===== src/rtl/calc_rs_pkg.sv =====
// Shared definitions for the calc-class reservation station: opcodes, widths, entry layout.
package calc_rs_pkg;

  localparam int unsigned RS_SIZE_DEF = 8;
  localparam int unsigned ROB_W       = 4;
  localparam int unsigned XLEN        = 32;
  localparam int unsigned OP_W        = 6;

  localparam logic [OP_W-1:0] OP_LUI   = 6'd1;
  localparam logic [OP_W-1:0] OP_AUIPC = 6'd2;
  localparam logic [OP_W-1:0] OP_ADD   = 6'd3;
  localparam logic [OP_W-1:0] OP_SUB   = 6'd4;
  localparam logic [OP_W-1:0] OP_SLL   = 6'd5;
  localparam logic [OP_W-1:0] OP_SLT   = 6'd6;
  localparam logic [OP_W-1:0] OP_SLTU  = 6'd7;
  localparam logic [OP_W-1:0] OP_XOR   = 6'd8;
  localparam logic [OP_W-1:0] OP_SRL   = 6'd9;
  localparam logic [OP_W-1:0] OP_SRA   = 6'd10;
  localparam logic [OP_W-1:0] OP_OR    = 6'd11;
  localparam logic [OP_W-1:0] OP_AND   = 6'd12;
  localparam logic [OP_W-1:0] OP_ADDI  = 6'd13;
  localparam logic [OP_W-1:0] OP_SLTI  = 6'd14;
  localparam logic [OP_W-1:0] OP_SLTIU = 6'd15;
  localparam logic [OP_W-1:0] OP_XORI  = 6'd16;
  localparam logic [OP_W-1:0] OP_ORI   = 6'd17;
  localparam logic [OP_W-1:0] OP_ANDI  = 6'd18;
  localparam logic [OP_W-1:0] OP_SLLI  = 6'd19;
  localparam logic [OP_W-1:0] OP_SRLI  = 6'd20;
  localparam logic [OP_W-1:0] OP_SRAI  = 6'd21;

  typedef struct packed {
    logic [XLEN-1:0]  val;
    logic [ROB_W-1:0] tag;
    logic             pend;
  } operand_t;

  typedef struct packed {
    logic             valid;
    logic [ROB_W-1:0] tag;
    logic [XLEN-1:0]  val;
  } cdb_t;

  typedef struct packed {
    logic             busy;
    logic [OP_W-1:0]  op;
    operand_t         j;
    operand_t         k;
    logic [ROB_W-1:0] dest;
  } rs_entry_t;

  // Calc class is the contiguous LUI..SRAI opcode range.
  function automatic logic is_calc(input logic [OP_W-1:0] op);
    return (op >= OP_LUI) && (op <= OP_SRAI);
  endfunction

  // A pending operand captures the value from whichever CDB carries its tag.
  function automatic operand_t snoop(input operand_t o, input cdb_t c0, input cdb_t c1);
    operand_t r;
    r = o;
    if (o.pend && c0.valid && (o.tag == c0.tag)) begin
      r.val  = c0.val;
      r.pend = 1'b0;
    end else if (o.pend && c1.valid && (o.tag == c1.tag)) begin
      r.val  = c1.val;
      r.pend = 1'b0;
    end
    return r;
  endfunction

endpackage


===== src/rtl/calc_rs_pick.sv =====
// Lowest-index priority encoder returning the winning index and a found flag.
module calc_rs_pick #(
  parameter int unsigned N     = 8,
  parameter int unsigned IDX_W = $clog2(N)
) (
  input  logic [N-1:0]     req,
  output logic [IDX_W-1:0] idx_c,
  output logic             found_c
);

  always_comb begin
    idx_c   = '0;
    found_c = 1'b0;
    for (int i = int'(N) - 1; i >= 0; i--) begin
      if (req[i]) begin
        idx_c   = IDX_W'(i);
        found_c = 1'b1;
      end
    end
  end

endmodule


===== src/rtl/calc_rs.sv =====
// Reservation station for calc-class ops: buffers dispatches, snoops both CDBs,
// and issues the lowest-index ready entry to the ALU each cycle.
module calc_rs
  import calc_rs_pkg::*;
#(
  parameter int unsigned RS_SIZE = RS_SIZE_DEF
) (
  input  logic             clk_in,
  input  logic             rst_in,
  input  logic             rdy_in,
  input  logic             clear_in,
  input  logic             iss_valid_in,
  input  logic [OP_W-1:0]  iss_op_in,
  input  logic [XLEN-1:0]  iss_vj_in,
  input  logic [ROB_W-1:0] iss_qj_in,
  input  logic             iss_qj_wait_in,
  input  logic [XLEN-1:0]  iss_vk_in,
  input  logic [ROB_W-1:0] iss_qk_in,
  input  logic             iss_qk_wait_in,
  input  logic [ROB_W-1:0] iss_dest_in,
  output logic             full_out,
  input  logic             cdb0_valid_in,
  input  logic [ROB_W-1:0] cdb0_tag_in,
  input  logic [XLEN-1:0]  cdb0_val_in,
  input  logic             cdb1_valid_in,
  input  logic [ROB_W-1:0] cdb1_tag_in,
  input  logic [XLEN-1:0]  cdb1_val_in,
  output logic             alu_valid_out,
  output logic [OP_W-1:0]  alu_op_out,
  output logic [XLEN-1:0]  alu_a_out,
  output logic [XLEN-1:0]  alu_b_out,
  output logic [ROB_W-1:0] alu_dest_out
);

  localparam int unsigned IDX_W = $clog2(RS_SIZE);

  rs_entry_t          ent_q [RS_SIZE];
  rs_entry_t          ent_d [RS_SIZE];
  logic [RS_SIZE-1:0] free_vec;
  logic [RS_SIZE-1:0] ready_vec;
  logic [IDX_W-1:0]   free_idx;
  logic [IDX_W-1:0]   rdy_idx;
  logic               free_found;
  logic               rdy_found;
  logic               dispatch;
  cdb_t               c0;
  cdb_t               c1;
  operand_t           new_j;
  operand_t           new_k;

  always_comb begin
    c0 = '{valid: cdb0_valid_in, tag: cdb0_tag_in, val: cdb0_val_in};
    c1 = '{valid: cdb1_valid_in, tag: cdb1_tag_in, val: cdb1_val_in};
    new_j = snoop('{val: iss_vj_in, tag: iss_qj_in, pend: iss_qj_wait_in}, c0, c1);
    new_k = snoop('{val: iss_vk_in, tag: iss_qk_in, pend: iss_qk_wait_in}, c0, c1);
  end

  // Readiness is judged on registered state, so a same-cycle wake-up issues next cycle.
  always_comb begin
    for (int i = 0; i < int'(RS_SIZE); i++) begin
      free_vec[i]  = !ent_q[i].busy;
      ready_vec[i] = ent_q[i].busy && !ent_q[i].j.pend && !ent_q[i].k.pend;
    end
  end

  calc_rs_pick #(.N(RS_SIZE), .IDX_W(IDX_W)) u_free_pick (
    .req     (free_vec),
    .idx_c   (free_idx),
    .found_c (free_found)
  );

  calc_rs_pick #(.N(RS_SIZE), .IDX_W(IDX_W)) u_ready_pick (
    .req     (ready_vec),
    .idx_c   (rdy_idx),
    .found_c (rdy_found)
  );

  assign full_out = !free_found;
  assign dispatch = iss_valid_in && !full_out && is_calc(iss_op_in);

  always_comb begin
    for (int i = 0; i < int'(RS_SIZE); i++) begin
      ent_d[i] = ent_q[i];
      if (ent_q[i].busy) begin
        ent_d[i].j = snoop(ent_q[i].j, c0, c1);
        ent_d[i].k = snoop(ent_q[i].k, c0, c1);
      end
    end
    if (rdy_found) begin
      ent_d[rdy_idx].busy = 1'b0;
    end
    if (dispatch) begin
      ent_d[free_idx] = '{busy: 1'b1, op: iss_op_in, j: new_j, k: new_k, dest: iss_dest_in};
    end
  end

  always_ff @(posedge clk_in) begin
    if (!rst_in) begin
      for (int i = 0; i < int'(RS_SIZE); i++) begin
        ent_q[i] <= '0;
      end
      alu_valid_out <= 1'b0;
      alu_op_out    <= '0;
      alu_a_out     <= '0;
      alu_b_out     <= '0;
      alu_dest_out  <= '0;
    end else if (clear_in) begin
      for (int i = 0; i < int'(RS_SIZE); i++) begin
        ent_q[i].busy <= 1'b0;
      end
      alu_valid_out <= 1'b0;
    end else if (!rdy_in) begin
      alu_valid_out <= 1'b0;
    end else begin
      ent_q         <= ent_d;
      alu_valid_out <= rdy_found;
      if (rdy_found) begin
        alu_op_out   <= ent_q[rdy_idx].op;
        alu_a_out    <= ent_q[rdy_idx].j.val;
        alu_b_out    <= ent_q[rdy_idx].k.val;
        alu_dest_out <= ent_q[rdy_idx].dest;
      end
    end
  end

endmodule


===== config.mk =====
export PLATFORM = sky130hd
export DESIGN_NAME = calc_rs
export DESIGN_NICKNAME = d
export VERILOG_FILES = /design/src/rtl/calc_rs_pkg.sv /design/src/rtl/calc_rs_pick.sv /design/src/rtl/calc_rs.sv
export SDC_FILE = /design/constraint.sdc
export NUM_CORES = 2
export LEC_CHECK = 0
export BUFFER_PORTS_ARGS = -buffer_cell sky130_fd_sc_hd__buf_2
export CORE_ASPECT_RATIO = 1.2
export CORE_UTILIZATION = 35
export CTS_CLUSTER_DIAMETER = 100
export DETAILED_ROUTE_END_ITERATION = 12
export PLACE_DENSITY = 0.61
export SLEW_MARGIN = 25
export SYNTH_ARGS = -nofsm -noshare
export SYNTH_HDL_FRONTEND = slang
export SYNTH_HIERARCHICAL = 1
export SYNTH_SLANG_ARGS = --single-unit

===== constraint.sdc =====
create_clock -name clk_in -period 4.2 [get_ports clk_in]
set_input_delay 0.21 -clock clk_in [delete_from_list [all_inputs] [get_ports clk_in]]
set_output_delay 0.21 -clock clk_in [all_outputs]
set_load 0.01 [all_outputs]

* Word-level counts from Yosys, hierarchy flattened
Index checks and enable logic that the tools add are counted.
Cells by class: bitwise gates (word level) 5, equal/unequal tests 36, reductions and logical operators 114, muxes and demuxes 123, $lt $le $gt $ge 6
Operator list (count):
- 680-bit bitwise mux | 2
- 680-bit two-way mux | 2
- 32-bit two-way mux | 36
- 74-bit two-way mux | 8
- 85-bit demux with 3-bit select | 2
- 85-bit binary-select mux with 3-bit select | 1
- 85-bit two-way mux | 2
- 84-bit two-way mux | 2
- 4-bit equality test | 36
- 1-bit logical AND | 93
- 1-bit two-way mux | 52
- 3-bit two-way mux | 16
- 1-bit logical NOT | 17
- 4-bit greater-or-equal comparator, second input constant | 2
- 4-bit by 1-bit less-than comparator with 1-bit output, second input constant | 2
- 3-bit NOT with 4-bit output | 2
- 6-bit by 1-bit greater-or-equal comparator with 1-bit output, second input constant | 1
- 6-bit by 5-bit <= comparator with 1-bit output, second input constant | 1
- 1-bit NOT | 3
- 3-bit AND reduction | 1
- 3-bit OR reduction | 1
- 2-bit AND reduction | 1
- 2-bit OR reduction | 1
Word-level totals: register bits 755, output and inout port bits 76, input bits 163, word-level logic and storage cells 361

* Depth between registers and ports, before layout
depth after elaboration 20, depth in mapped cells 15, depth with buffers taken out 10

* Modules after synthesis
Netlist, hierarchy kept.
Modules (own cells, without submodules):
- calc_rs | sequential area each 15114.5 um^2, times used 1, area an instance 43708.2 um^2, cells each 5239
- calc_rs_pick | sequential area each 0.0 um^2, times used 2, area an instance 80.1 um^2, cells each 13

* Least setup slack after synthesis
No wires, ideal clock.
kind reg-to-reg, from register ent_q[509] (netlist name), to register alu_a_out[21], setup time 0.137 ns, clock period less this slack 3.338 ns, path slack 0.862 ns, required time 4.063 ns, cell stages (with the launch flop) 13, data arrival time 3.201 ns, buffers on the path 5, cells stage by stage dfxtp_1 -> clkbuf_1 -> inv_1 -> clkbuf_1 -> nor3_1 -> nor4_2 -> nor2b_1 -> clkbuf_1 -> buf_1 -> buf_2 -> mux4_2 -> mux2i_1 -> a211oi_1
Between the ends: longest elaborated chain between the ends 9, elaborated cells on any way between the ends 13, classes of those cells 9 x mux; 1 x bitwise; 3 x reduce/logical
RTL lines:
- start: declaration | RTL line calc_rs.sv:37 | rs_entry_t ent_q [RS_SIZE];
- start signal: assignment | RTL line calc_rs.sv:115 | ent_q <= ent_d;
- 1-bit logical AND (2 in a row) | RTL line calc_rs.sv:62 | ready_vec[i] = ent_q[i].busy && !ent_q[i].j.pend && !ent_q[i].k.pend;
- named net ready_vec[2] | RTL line calc_rs.sv:40 | logic [RS_SIZE-1:0] ready_vec;
- 3-bit two-way mux (3 in a row) | RTL line calc_rs_pick.sv:15 | if (req[i]) begin
- named net rdy_idx[2] | RTL line calc_rs.sv:42 | logic [IDX_W-1:0] rdy_idx;
- 3-bit NOT with 4-bit output (not written as such) | RTL line calc_rs.sv:119 | alu_a_out <= ent_q[rdy_idx].j.val;
- 85-bit binary-select mux with 3-bit select | RTL line calc_rs.sv:119
- 84-bit two-way mux (2 in a row)
- end signal: assignment | RTL line calc_rs.sv:119
- end: declaration | RTL line calc_rs.sv:30 | output logic [XLEN-1:0] alu_a_out,
The timed path passes the listed nets, and every way through them passes these cells. The select of a mux whose other input is x is not followed. A chain may end at the register's enable or synchronous reset.

* Worst setup path in the final report
from register ent_q[254] (netlist name), to register ent_q[618] (netlist name)
Between the ends: elaborated cells on any way between the ends 40, classes of those cells 2 x order compare; 31 x mux; 2 x bitwise; 5 x reduce/logical
RTL lines:
- 3-bit two-way mux (*) (6 in a row) | RTL line calc_rs_pick.sv:15
- named net free_idx[2] | RTL line calc_rs.sv:41 | logic [IDX_W-1:0] free_idx;
- 3-bit NOT with 4-bit output (not written as such) (*) | RTL line calc_rs.sv:93 | ent_d[free_idx] = '{busy: 1'b1, op: iss_op_in, j: new_j, k: new_k, dest: iss_dest_in};
- 4-bit greater-or-equal comparator (not written as such) or 4-bit by 1-bit less-than comparator with 1-bit output (tied branches) | RTL line calc_rs.sv:93
- 1-bit logical AND (not written as such) | RTL line calc_rs.sv:93
- 85-bit two-way mux (not written as such) | RTL line calc_rs.sv:93
- 85-bit demux with 3-bit select (*) | RTL line calc_rs.sv:93
- 680-bit bitwise mux (*) | RTL line calc_rs.sv:93
- 680-bit two-way mux (*) | RTL line calc_rs.sv:92 | if (dispatch) begin
Mark *: on every way through the listed nets, which the timed path passes. The rest lies on a longest branch.

==> results.md <==
- Synth Cell Area: 43,900 um^2
- Asr flop ratio synth: 0
- H-Tree Depth: 3
- Pwr Total: 17.0 mW
- Nature of the critical path endpoint: flip-flop
- Maximum clock rate: 271 MHz
- Die Y: 390 um
- Area added between synthesis and finish: 13.6%
- Post-Syn Area per Cell: 8.33 um^2
- Nets@finish: 5,363
- Peak VDD IR: 0.000269 V
- Pin count of the biggest net entering global routing: 150
- Worst-Margin Slew: 1.16 ns
- Row cnt: 141
- #FFs+latches synth: 755
- Detailed Place HPWL: 141,000 um
- Dpl cell area: 46,500 um^2
- Routability congestion estimate from global placement: 0.970
- Fin util: 0.403
- Ports: 239
- Yosys cell types: 93
- Clock slew at reported path FFs: 0.06 ns
- Most common cell after layout, fill and taps aside: dfxtp_1
- Post-route ant nets: 0
- Hold slack: 0.0307 ns
- Leak: 17.5 nW
- Total GRT Usage: 0.349
- Starting density of the core: 0.355
- Total CTS buffers: 90
- DRT Pass-1 Iters: 7
- Setup TNS: 0 ns
- CTS tree: done
- Initial antenna violation count: 33
- Final Hold Viols: 0
- Pins Over Slew Limit: 0
- Post-CTS resize count: 0
- Seq/Total Area, Yosys: 0.345
- Clk Latency, worst-skew pair: 0.75 ns
- Syn_nets: 5,428
- Fraction of layout cells with a size suffix above 1: 0.171
- DRT Wirelength: 230,000 um
- Die width: 325 um
- RSZ-0062 raised after global routing: no
- Critical Path RT: 4.86 ns
- DR WL/cell: 33.2 um
- Core area: 124,000 um^2
- Min cycle time layout: 3.69 ns
- PwrDens: 342 nW/um^2
- # Max-Cap Violations: 0
- YS warnings: 6
- Clk sink count: 755
- Setup crit start kind: flip-flop
- Final setup violating endpoints: 0
- HP Class: in -> reg
- Clock skew: 0.0377 ns
- Iter 0 DRT Violations: 7,408
- Via count of the first global-routing pass: 44.1k
- Post-Syn Instances: 5,265
- Fin crit share: 0.879
- IO buf count: 238
- Die Area: 127,000 um^2
- Status: completed
- Critical Path Fanout Max: 13
- Drt drc: 0
- Critical path class: reg -> reg
- Aggregate global routing overflow: 0
- Clock buffer depth: 3
- Fin area: 49,900 um^2
- DR vias: 47.3k
- Clk root buf: clkbuf_16
- Ys flop type: dfxtp_1
- Worst path arrival time: 4.35 ns
- Global-route wire length before repair: 325,000 um
- Routed vias/inst: 6.82
- Number of flops mapped to enable cells by yosys: 0
- Most frequent cells in the layout: 755 x dfxtp_1, 642 x nand2_1, 582 x a21oi_1, 361 x nor2_1, 237 x buf_2
- Slew Limit Headroom: 0.228
- Fill count: 12.4k
[cells in the mapped netlist, drive strengths merged, types with 15 or more instances]
cell	n	share of area
mux4	148	0.076
nor2b	18	0.0026
a21oi	595	0.069
or3	32	0.0046
mux2i	158	0.036
a2bb2oi	33	0.0066
nand2	652	0.056
o22a	99	0.020
o21ai	217	0.025
nand2b	45	0.0064
a211oi	81	0.014
o2bb2ai	49	0.012
a22oi	106	0.018
inv	48	0.0041
a221oi	49	0.012
o211ai	85	0.015
buf	203	0.025
a21o	68	0.012
and2	20	0.0029
dfxtp	755	0.34
xnor2	55	0.011
o22ai	192	0.027
a22o	34	0.0070
a211o	18	0.0036
xor2	69	0.014
and3	69	0.0099
nand3	113	0.014
o31ai	27	0.0046
nor2	386	0.034
a221o	45	0.010
clkbuf	425	0.037
nor3	89	0.010
o221a	15	0.0039
o221ai	85	0.017
o21a	50	0.0086
[area by class of cell]
| cell class | count | area [um^2] | area share |
|---|---|---|---|
| multi-input combinational | 3834 | 26100 | 0.524 |
| clock inverter | 40 | 517 | 0.0104 |
| clock buffer | 125 | 2580 | 0.0518 |
| timing repair buffer | 471 | 3250 | 0.0653 |
| sequential | 755 | 15100 | 0.303 |
| tap | 1644 | 2060 | 0.0413 |
| inverter | 48 | 188 | 0.00376 |
| antenna | 11 | 27.5 | 0.000552 |
[worst max-delay path: stages, from the launching register on]
cell,delay (ns)
dfxtp_1,0.38
inv_1,0.15
nor4_1,0.46
nor2b_1,0.09
buf_4,0.19
or2_2,0.39
nor4_4,0.57
nand2_1,0.66
buf_12,0.37
o22a_1,0.21
a21oi_1,0.14
[registers in the layout (all words and copies together), names as in the netlist]
register and flops:
alu_valid_out 1, alu_b_out 32, ent_q 680, alu_a_out 32, alu_op_out 6, alu_dest_out 4
[stage by stage]
step / std cells / setup slack (ns)
after detailed placement: 6727 / 0.708
after CTS: 6917 / 0.631
after floorplan: 5265 / 0.862
final: 6928 / 0.507
after global placement: 6726 / 0.715
after global routing: 6924 / 0.424
[power breakdown]
group / internal (mW) / leakage, nW / switching [mW] / total [mW]
combinational: 0.319 / 9.89 / 1.09 / 1.41
sequential: 7.19 / 6.08 / 0.0198 / 7.21
clock: 4.83 / 1.54 / 3.58 / 8.41
[kinds of logic after synthesis]
| logic type | count (synthesis) | synth area share |
|---|---|---|
| AOI/OAI and AO/OA | 1917 | 0.300 |
| and+or+nand+nor | 1487 | 0.153 |
| DFF | 755 | 0.345 |
| buffers and inverters | 676 | 0.0657 |
| muxes | 306 | 0.112 |
| xor gates and xnor gates | 124 | 0.0248 |
[worst paths after layout]
kind                                   end  cells past startpoint           from  slack [ns]
worst min-delay path            ent_q[410]                      4  iss_vj_in[24]        0.03
worst min register to register  ent_q[253]                      2     ent_q[253]        0.43
worst max-delay path            ent_q[618]                     10     ent_q[254]        0.51
worst max register to register  ent_q[618]                     10     ent_q[254]        0.51
[repair_timing]
item | 4_1_cts | 5_1_grt
buffers inserted | 0 | 0
hold endpoints to repair | 174 | 0
hold buffers | 25 | 0
[layer usage]
metal,vias up,part of all wire,track usage
li1,19400,-,-
met1,22500,0.36,0.422
met2,4145,0.40,0.493
met3,1186,0.15,0.141
met4,40,0.089,0.264
met5,-,0.0013,0
(Power assumes the default switching activity.)
